==> src/rtl/alu_mc_param.sv <==
// Handshaked MIPS ALU: single-cycle logic/arith/slt ops and a WIDTH-cycle shift-add
// unsigned multiply. Results and flags stay registered until the consumer takes them.
module alu_mc_param #(
  parameter int WIDTH  = 32,
  parameter bit MUL_EN = 1'b1
) (
  input  logic             clk,
  input  logic             rst_n,
  input  logic             in_valid,
  output logic             in_ready,
  input  logic [WIDTH-1:0] a,
  input  logic [WIDTH-1:0] b,
  input  logic [2:0]       alu_ctr,
  output logic             out_valid,
  input  logic             out_ready,
  output logic [WIDTH-1:0] r,
  output logic [WIDTH-1:0] r_hi,
  output logic             c_out,
  output logic             ovf,
  output logic             z,
  output logic             busy
);
  localparam int CW = $clog2(WIDTH);

  typedef enum logic {IDLE, MUL} state_t;
  typedef struct packed {
    logic [WIDTH-1:0] hi;
    logic [WIDTH-1:0] lo;
    logic             c;
    logic             v;
    logic             z;
  } res_t;

  state_t               state_q, state_d;
  res_t                 res_q, res_d, alu_res;
  logic                 out_valid_q, out_valid_d;
  logic [2*WIDTH-1:0]   acc_q, acc_d, mcand_q, mcand_d, acc_step;
  logic [WIDTH-1:0]     mplier_q, mplier_d;
  logic [CW-1:0]        cnt_q, cnt_d;
  logic                 accept, is_mul, sub_op;
  logic [WIDTH-1:0]     b_x;
  logic [WIDTH:0]       sum;

  // rst_n gates in_ready so nothing is offered as acceptable while held in reset
  assign in_ready = rst_n & (state_q == IDLE) & (~out_valid_q | out_ready);
  assign accept   = in_valid & in_ready;
  assign is_mul   = (MUL_EN == 1'b1) && (alu_ctr == 3'b100);

  always_comb begin
    sub_op  = (alu_ctr == 3'b110);
    b_x     = sub_op ? ~b : b;
    sum     = {1'b0, a} + {1'b0, b_x} + {{WIDTH{1'b0}}, sub_op};
    alu_res = '0;
    case (alu_ctr)
      3'b000: alu_res.lo = a & b;
      3'b001: alu_res.lo = a | b;
      3'b010, 3'b110: begin
        alu_res.lo = sum[WIDTH-1:0];
        alu_res.c  = sum[WIDTH];
        alu_res.v  = (a[WIDTH-1] == b_x[WIDTH-1]) & (sum[WIDTH-1] != a[WIDTH-1]);
      end
      3'b011: alu_res.lo = {{(WIDTH-1){1'b0}}, ($signed(a) < $signed(b))};
      3'b101: alu_res.lo = ~(a | b);
      3'b111: alu_res.lo = a ^ b;
      default: ;  // mul without the multiplier yields all-zero
    endcase
    alu_res.z = (alu_res.lo == '0);
  end

  assign acc_step = mplier_q[0] ? (acc_q + mcand_q) : acc_q;

  always_comb begin
    state_d     = state_q;
    res_d       = res_q;
    out_valid_d = out_valid_q;
    acc_d       = acc_q;
    mcand_d     = mcand_q;
    mplier_d    = mplier_q;
    cnt_d       = cnt_q;
    if (out_valid_q && out_ready) out_valid_d = 1'b0;
    case (state_q)
      IDLE: begin
        if (accept) begin
          if (is_mul) begin
            state_d  = MUL;
            acc_d    = '0;
            mcand_d  = {{WIDTH{1'b0}}, a};
            mplier_d = b;
            cnt_d    = '0;
          end else begin
            res_d       = alu_res;
            out_valid_d = 1'b1;
          end
        end
      end
      MUL: begin
        acc_d    = acc_step;
        mcand_d  = mcand_q << 1;
        mplier_d = mplier_q >> 1;
        cnt_d    = cnt_q + 1'b1;
        if (cnt_q == CW'(WIDTH-1)) begin
          state_d     = IDLE;
          res_d       = '0;
          res_d.hi    = acc_step[2*WIDTH-1:WIDTH];
          res_d.lo    = acc_step[WIDTH-1:0];
          res_d.z     = (acc_step == '0);
          out_valid_d = 1'b1;
        end
      end
      default: state_d = IDLE;
    endcase
  end

  always_ff @(posedge clk or negedge rst_n) begin
    if (!rst_n) begin
      state_q     <= IDLE;
      res_q       <= '0;
      out_valid_q <= 1'b0;
      acc_q       <= '0;
      mcand_q     <= '0;
      mplier_q    <= '0;
      cnt_q       <= '0;
    end else begin
      state_q     <= state_d;
      res_q       <= res_d;
      out_valid_q <= out_valid_d;
      acc_q       <= acc_d;
      mcand_q     <= mcand_d;
      mplier_q    <= mplier_d;
      cnt_q       <= cnt_d;
    end
  end

  assign out_valid = out_valid_q;
  assign r         = res_q.lo;
  assign r_hi      = res_q.hi;
  assign c_out     = res_q.c;
  assign ovf       = res_q.v;
  assign z         = res_q.z;
  assign busy      = (state_q == MUL);
endmodule
==> config.mk <==
export PLATFORM = sky130hd
export DESIGN_NAME = alu_mc_param
export DESIGN_NICKNAME = d
export VERILOG_FILES = /design/src/rtl/alu_mc_param.sv
export SDC_FILE = /design/constraint.sdc
export NUM_CORES = 1
export LEC_CHECK = 0
export ABC_AREA = 1
export CORE_MARGIN = 5
export CORE_UTILIZATION = 44
export CTS_BUF_LIST = sky130_fd_sc_hd__clkbuf_16
export DETAILED_ROUTE_END_ITERATION = 7
export GPL_TIMING_DRIVEN = 0
export SETUP_SLACK_MARGIN = 0.3
export SYNTH_ARGS = -nofsm -noshare
export SYNTH_HDL_FRONTEND = slang
export SYNTH_SLANG_ARGS = --single-unit
==> constraint.sdc <==
create_clock -name clk -period 4.3 [get_ports clk]
set_input_delay 0.86 -clock clk [delete_from_list [all_inputs] [get_ports clk]]
set_output_delay 0.86 -clock clk [all_outputs]
set_load 0.03 [all_outputs]
==> results.ini, run 1 <==
[grt]
grt_usage_pct = 33.2
grt_first_pass_wirelength_um = 134000
antenna_found_initial = 0
grt_pass1_vias = 21500
grt_max_degree = 61
grt-ovfl-total = 0

[outcome]
status = finished clean

[yosys]
synth-seq-cells = 234
syn_nets = 3590
yosys-top-cells-count = nand2_1 (1079), inv_1 (524), nor2_1 (289), dfrtp_1 (234), nand3_1 (224)
synth_area_um2 = 21100
yosysWarnings = 0
synth_cell_type_count = 48
async_reset_ff_share_pct = 100
synth_area_leaders = dfrtp_1 (28%), nand2_1 (19%), ha_1 (12%)
ys.flop_type = dfrtp_1
yosysTopAreaCell = dfrtp_1
synth.most_common_cell = nand2_1
synth-edff-count = 0
synth_top_area_share_pct = 27.8
synthCells = 3319
yosysSeqAreaShare_pct = 27.8
syn_area_per_cell_um2 = 6.35

[detailed_routing]
vias = 23000
viasPerCell = 5.57
wl_um = 90200
ant_nets = 0
wl_per_cell_um = 21.8
drt-initial-drc-count = 2216
drt_pre_antenna_iters = 6
drc_errors = 0

[final_layout]
drive_gt1_share_pct = 3.47
n_antenna_cell = 0
fin_util_pct = 51.1
finalNetCount = 3767
n_fill_cell = 4939
area_growth_pct = 15.3
finalNonFillerCells = 4131

[run]
maxCapViolCount = 0

[setup_path]
path_max_fanout = 5
crit_required_ps = 4780
start_kind = primary input
critPathKind = primary input to register
cp_data_arrival_time_ps = 4300
cp-end-kind = register

[power]
p_per_area_nw_per_um2 = 638
irDropWorstVdd_mv = 0.389
total_power_uw = 15500
cellLeakagePower_uw = 0.0128

[die]
io_pins = 141
die_area_um2 = 52400
die_w_um = 229
dieHeight_um = 229
coreArea_um2 = 47500
start_util_pct = 44.3
std_cell_rows = 80

[sta]
fin_skew_ps = 14.2
min_period_ps = 3820
finalSetupViolCount = 0
hold_viol_final = 0
tightestPinTransition_ps = 1110
finalMaxSlewViolations = 0
timing.final.crit_share_pct = 88.7
maxSlewHeadroom_pct = 26.1
max_freq_mhz = 262
grt_setup_unrepaired = yes
fin_tns_setup_ps = 0

[place]
dpl.hpwl_um = 74700
port_buffers = 140
gp_congestion = 0.995
dp_cells = 4076

[clocking]
tritoncts = yes
cts_sinks = 234
h-tree-depth = 1
cts.root.buffer_cell = clkbuf_16
clockBufferDepth = 3
clk_latency_ps = 560
cts_buffers = 27
cts.hold.buffers_added = 0
clkTransAtPathRegs_ps = 60

[worst_hold_path]
hold_path_class = primary input to asynchronous set/reset pin

==> per-layer routing <==
metal  share of wire, %  vias to the layer above  wire length, um  track usage [%]
li1                   -                    11000                -                -
met1                 45                    10900            40800             47.5
met2                 44                      973            39600             52.8
met3                7.3                      166             6600             4.35
met4                3.5                        0             3200             9.47
met5                  0                        -                0                0
==> path summary, 6_finish.rpt <==
kind                            cells past startpoint  slack [ps]     start       end
worst max register to register                     19         610  acc_q[0]         z
worst max-delay path                               16         480     b[17]         z
min in group clk                                    2         480  r_hi[13]  r_hi[13]
worst min register to register                      2         480  r_hi[13]  r_hi[13]
max in group asynchronous                           3        3110     rst_n  r_hi[21]
worst min-delay path                                1         120     rst_n  acc_q[6]
==> power breakdown <==
| group | internal [uW] | switching, uW |
|---|---|---|
| sequential | 3050 | 768 |
| clock | 1200 | 989 |
| combinational | 2930 | 6580 |
| total | 7180 | 8340 |
==> cells in the final DEF, fill, tap and decap left out, drive strengths merged, types with 37 or more instances in the layout <==
master	instances
dfrtp	234
inv	537
clkbuf	90
nand2	1086
nand3	225
a21oi	127
nor2	290
buf	40
o211ai	37
ha	198
clkdlybuf4s50	131
a31oi	62
o21ai	191
==> critical path, stage by stage <==
cell and delay (ps):
clkdlybuf4s50_1 660, inv_1 170, xor2_1 190, ha_1 350, a21oi_1 230, o21ai_1 200, a21oi_2 250, nand2_1 100
or2_2 270, nand3_1 110, nand4_1 230, nor2_1 170, nand3_1 130, nor2_1 150, nor2_1 60, a21oi_1 150
==> sequential cells by signal, indices dropped and copies added, names as in the netlist <==
register,flops
z,1
mplier_q,32
acc_q,64
out_valid,1
cnt_q,5
c_out,1
r_hi,32
busy,1
ovf,1
mcand_q,64
r,32
==> per-stage QoR <==
stage | area (um2) | hold WS [ps] | setup slack [ps]
finish | 24300 | 125 | 484
global route | 24300 | 119 | 228
CTS | 24200 | 119 | 291
detailed placement | 23300 | 476 | -1070
global placement | 23300 | 470 | -10230
floorplan | 21100 | 453 | 852
==> cells by family after synthesis <==
logic type | count (synthesis) | synth area share (%)
xor gates and xnor gates | 34 | 1.41
adders and majority gates | 200 | 11.9
and+or+nand+nor | 1706 | 33.2
buffers and inverters | 624 | 11.3
DFF | 234 | 27.8
AOI/OAI and AO/OA | 521 | 14.4
==> cell type report <==
cell class	count	area, um2	share of cell area (%)
multi-input cells	2461	12900	53.1
flip-flops and latches	234	5860	24.1
inverters	531	1990	8.20
repair buffers	148	1550	6.39
well taps	615	769	3.16
clock buffers	27	676	2.78
plain buffers	93	408	1.68
clock inverters	22	136	0.561
==> timing repair <==
| action | in CTS | in global routing |
|---|---|---|
| buffers inserted | 1 | 3 |
| pin swaps | 1 | 4 |
| setup endpoints to repair | 118 | 24 |
| gates resized for setup | 17 | 33 |
| cloned | 2 | 0 |
No activity file was read; power rests on OpenSTA's default activity.
==> run 2: changes to the inputs <==
--- a/config.mk
+++ b/config.mk
@@ -9,9 +9,11 @@
 export CORE_MARGIN = 5
 export CORE_UTILIZATION = 44
 export CTS_BUF_LIST = sky130_fd_sc_hd__clkbuf_16
+export CTS_CLUSTER_DIAMETER = 60
 export DETAILED_ROUTE_END_ITERATION = 7
 export GPL_TIMING_DRIVEN = 0
 export SETUP_SLACK_MARGIN = 0.3
 export SYNTH_ARGS = -nofsm -noshare
 export SYNTH_HDL_FRONTEND = slang
 export SYNTH_SLANG_ARGS = --single-unit
+export TNS_END_PERCENT = 1
==> run 2 against run 1 <==
  * Cell count increased by 0.19%
  * First-iteration DRC count rose by 1.1%
  * Global-route usage barely moved
  * Power grew 1.5%
  * Clock skew up 6.9 ps
  * Setup slack lost 6.3 ps
  * Die area is the same
  * Register-to-register slack improved by 20 ps
  * Clock-buffer cell count grew 4
  * Hold slack worse by 17 ps
  * Wire length about the same
  * Via count shrank 0.10%
==> results.ini, run 2 (synthesized netlist as in run 1, its figures left out) <==
[die]
start_util_pct = 44.3  ; unchanged
std_cell_rows = 80  ; unchanged
die_area_um2 = 52400  ; unchanged
dieHeight_um = 229  ; unchanged
die_w_um = 229  ; unchanged
coreArea_um2 = 47500  ; unchanged
io_pins = 141  ; unchanged

[setup_path]
path_cells = buf_8 -> buf_16 -> buf_16 -> o21ai_0 -> nor2_1 -> nand3_1 -> nand2_1 -> clkbuf_2 -> clkbuf_1 -> o22ai_1
cp-end-kind = register
cp_slowest_cell = clkbuf_2
cp_data_arrival_time_ps = 4260  ; -40 ps
slowest_delay_ps = 500  ; -160 ps
crit_top_cell = buf_16
worst-path-buf-inv = 5  ; +3
cp_top_family = buffers and inverters
r2r_end = z
start_kind = primary input
worstReg2RegStart = acc_q[0]
critPathKind = primary input to register
path_max_fanout = 60  ; +55
worst_r2r_path_depth = 19  ; unchanged
crit_start = rst_n
reg2reg_slack_ps = 630  ; +20 ps
crit_required_ps = 4740  ; -40 ps

[place]
pre_cts_slack_ps = -1070  ; unchanged
dp_cells = 4076  ; unchanged
gp_congestion = 0.995  ; unchanged
dpl_cell_area_um2 = 23300  ; unchanged
port_buffers = 140  ; unchanged
dpl.hpwl_um = 74700  ; unchanged

[detailed_routing]
viasPerCell = 5.56  ; -0.30%
drc_errors = 0  ; unchanged
drt_pre_antenna_iters = 5  ; -1
wl_um = 90200  ; about the same
drt-initial-drc-count = 2240  ; +1.1%
vias = 23000  ; -0.10%
wl_per_cell_um = 21.8  ; -0.22%
ant_nets = 0  ; unchanged

[final_layout]
seq_area_um2 = 5860  ; unchanged
drive_gt1_share_pct = 3.75  ; +0.28 points
n_fill_cell = 4926  ; -0.26%
area_growth_pct = 15.9
n_antenna_cell = 0  ; unchanged
multi_input_area_um2 = 12900  ; about the same
reg_top3 = acc_q (64), mcand_q (64)
final_cell_area_um2 = 24400  ; +0.51%
layout_common_cells = nand2_1 (1076), inv_1 (528), nor2_1 (288), dfrtp_1 (234), nand3_1 (224)
finalNonFillerCells = 4139  ; +0.19%
finalNetCount = 3771  ; +0.11%
final_common_cell = nand2_1
fin_util_pct = 51.4  ; +0.26 points

[sta]
hold_viol_final = 0  ; unchanged
grt_setup_unrepaired = yes
timing.final.crit_share_pct = 88.9  ; +0.15 points
maxSlewHeadroom_pct = 26.0  ; -0.086 points
min_period_ps = 3820  ; +6.34 ps
worst_slack_ps = 478  ; -6.34 ps
max_freq_mhz = 262  ; -0.17%
finalSetupViolCount = 0  ; unchanged
finalMaxSlewViolations = 0  ; unchanged
tightestPinTransition_ps = 1110  ; +1.29 ps
fin_skew_ps = 21.1  ; +6.88 ps

[power]
irDropWorstVdd_mv = 0.388  ; -0.11%
cellLeakagePower_uw = 0.0128  ; +0.54%
total_power_uw = 15700  ; +1.5%
p_per_area_nw_per_um2 = 644  ; +0.94%

[clocking]
cts_buffers = 31  ; +15%
cts.root.buffer_cell = clkbuf_16
clk_latency_ps = 590  ; +30 ps
cts_sinks = 234  ; unchanged
clockBufferDepth = 3  ; unchanged
clkTransAtPathRegs_ps = 60  ; about the same
h-tree-depth = 1  ; unchanged
tritoncts = yes

[grt]
grt_pass1_vias = 21600  ; +0.042%
antenna_found_initial = 0  ; unchanged
grt-ovfl-total = 0  ; unchanged
grt_usage_pct = 33.1  ; about the same
grt_first_pass_wirelength_um = 134000  ; about the same
grt_max_degree = 103  ; +69%

[run]
maxCapViolCount = 0  ; unchanged

[outcome]
status = finished clean

[worst_hold_path]
hold_path_class = primary input to asynchronous set/reset pin

-- run 2: changes by cell type in the layout (fill, tap and decap cells not counted) --
cell,delta
inv_8,+4
clkbuf_16,+5
clkinv_2,+3
bufbuf_16,-1
buf_2,+1
clkbuf_4,-1
nand2_2,-1
clkinvlp_4,-2
clkinv_1,-2
clkinv_8,+1
bufinv_16,-1
clkinv_4,+2
nand2_1,+1
inv_1,-1
-- run 2: how the worst max path moves through the flow --
stage	to	slack (ps)	cells past startpoint
4_1_cts	in_ready	220	6
3_5_place_dp	z	-1070	23
6_report	mcand_q[52]	480	10
2_1_floorplan	z	850	22
3_3_place_gp	mplier_q[24]	-10230	8
5_1_grt	z	260	23
-- run 2: through the flow --
stage	setup TNS, ps	hold slack, ps
6_report	0	107
5_1_grt	0	100
4_1_cts	0	85.0
3_5_place_dp	-93920	476
3_3_place_gp	-4078680	470
2_1_floorplan	0	453
-- run 2: power breakdown --
| group | internal (uW) | switching, uW |
|---|---|---|
| Sequential | 3050 | 761 |
| Combinational | 2930 | 6580 |
| Clock | 1330 | 1090 |
-- run 2: final cells by class --
| type | count | share of cell area [%] |
|---|---|---|
| multi-input combinational | 2461 | 52.9 |
| inverter | 531 | 8.16 |
| timing repair buffer | 148 | 6.33 |
| buffer | 93 | 1.66 |
| sequential | 234 | 24.0 |
| tap | 615 | 3.15 |
| clock inverter | 26 | 0.712 |
| clock buffer | 31 | 3.17 |
-- run 2: timing repair --
item	in CTS	in global routing
gates cloned	1	1
endpoints found under the setup margin	110	99
gates resized for setup	17	31
hold buffers	0	0
pin swaps	1	4
buffers inserted	1	3
-- run 2: metal layers --
| metal | vias to the layer above | global-route usage [%] | wire length, um | share of wire, % |
|---|---|---|---|---|
| li1 | 11000 | - | - | - |
| met1 | 10900 | 47.3 | 40800 | 45 |
| met2 | 956 | 52.8 | 39700 | 44 |
| met3 | 153 | 4.46 | 6580 | 7.3 |
| met4 | 0 | 9.60 | 3170 | 3.5 |
| met5 | - | 0 | 0 | 0 |
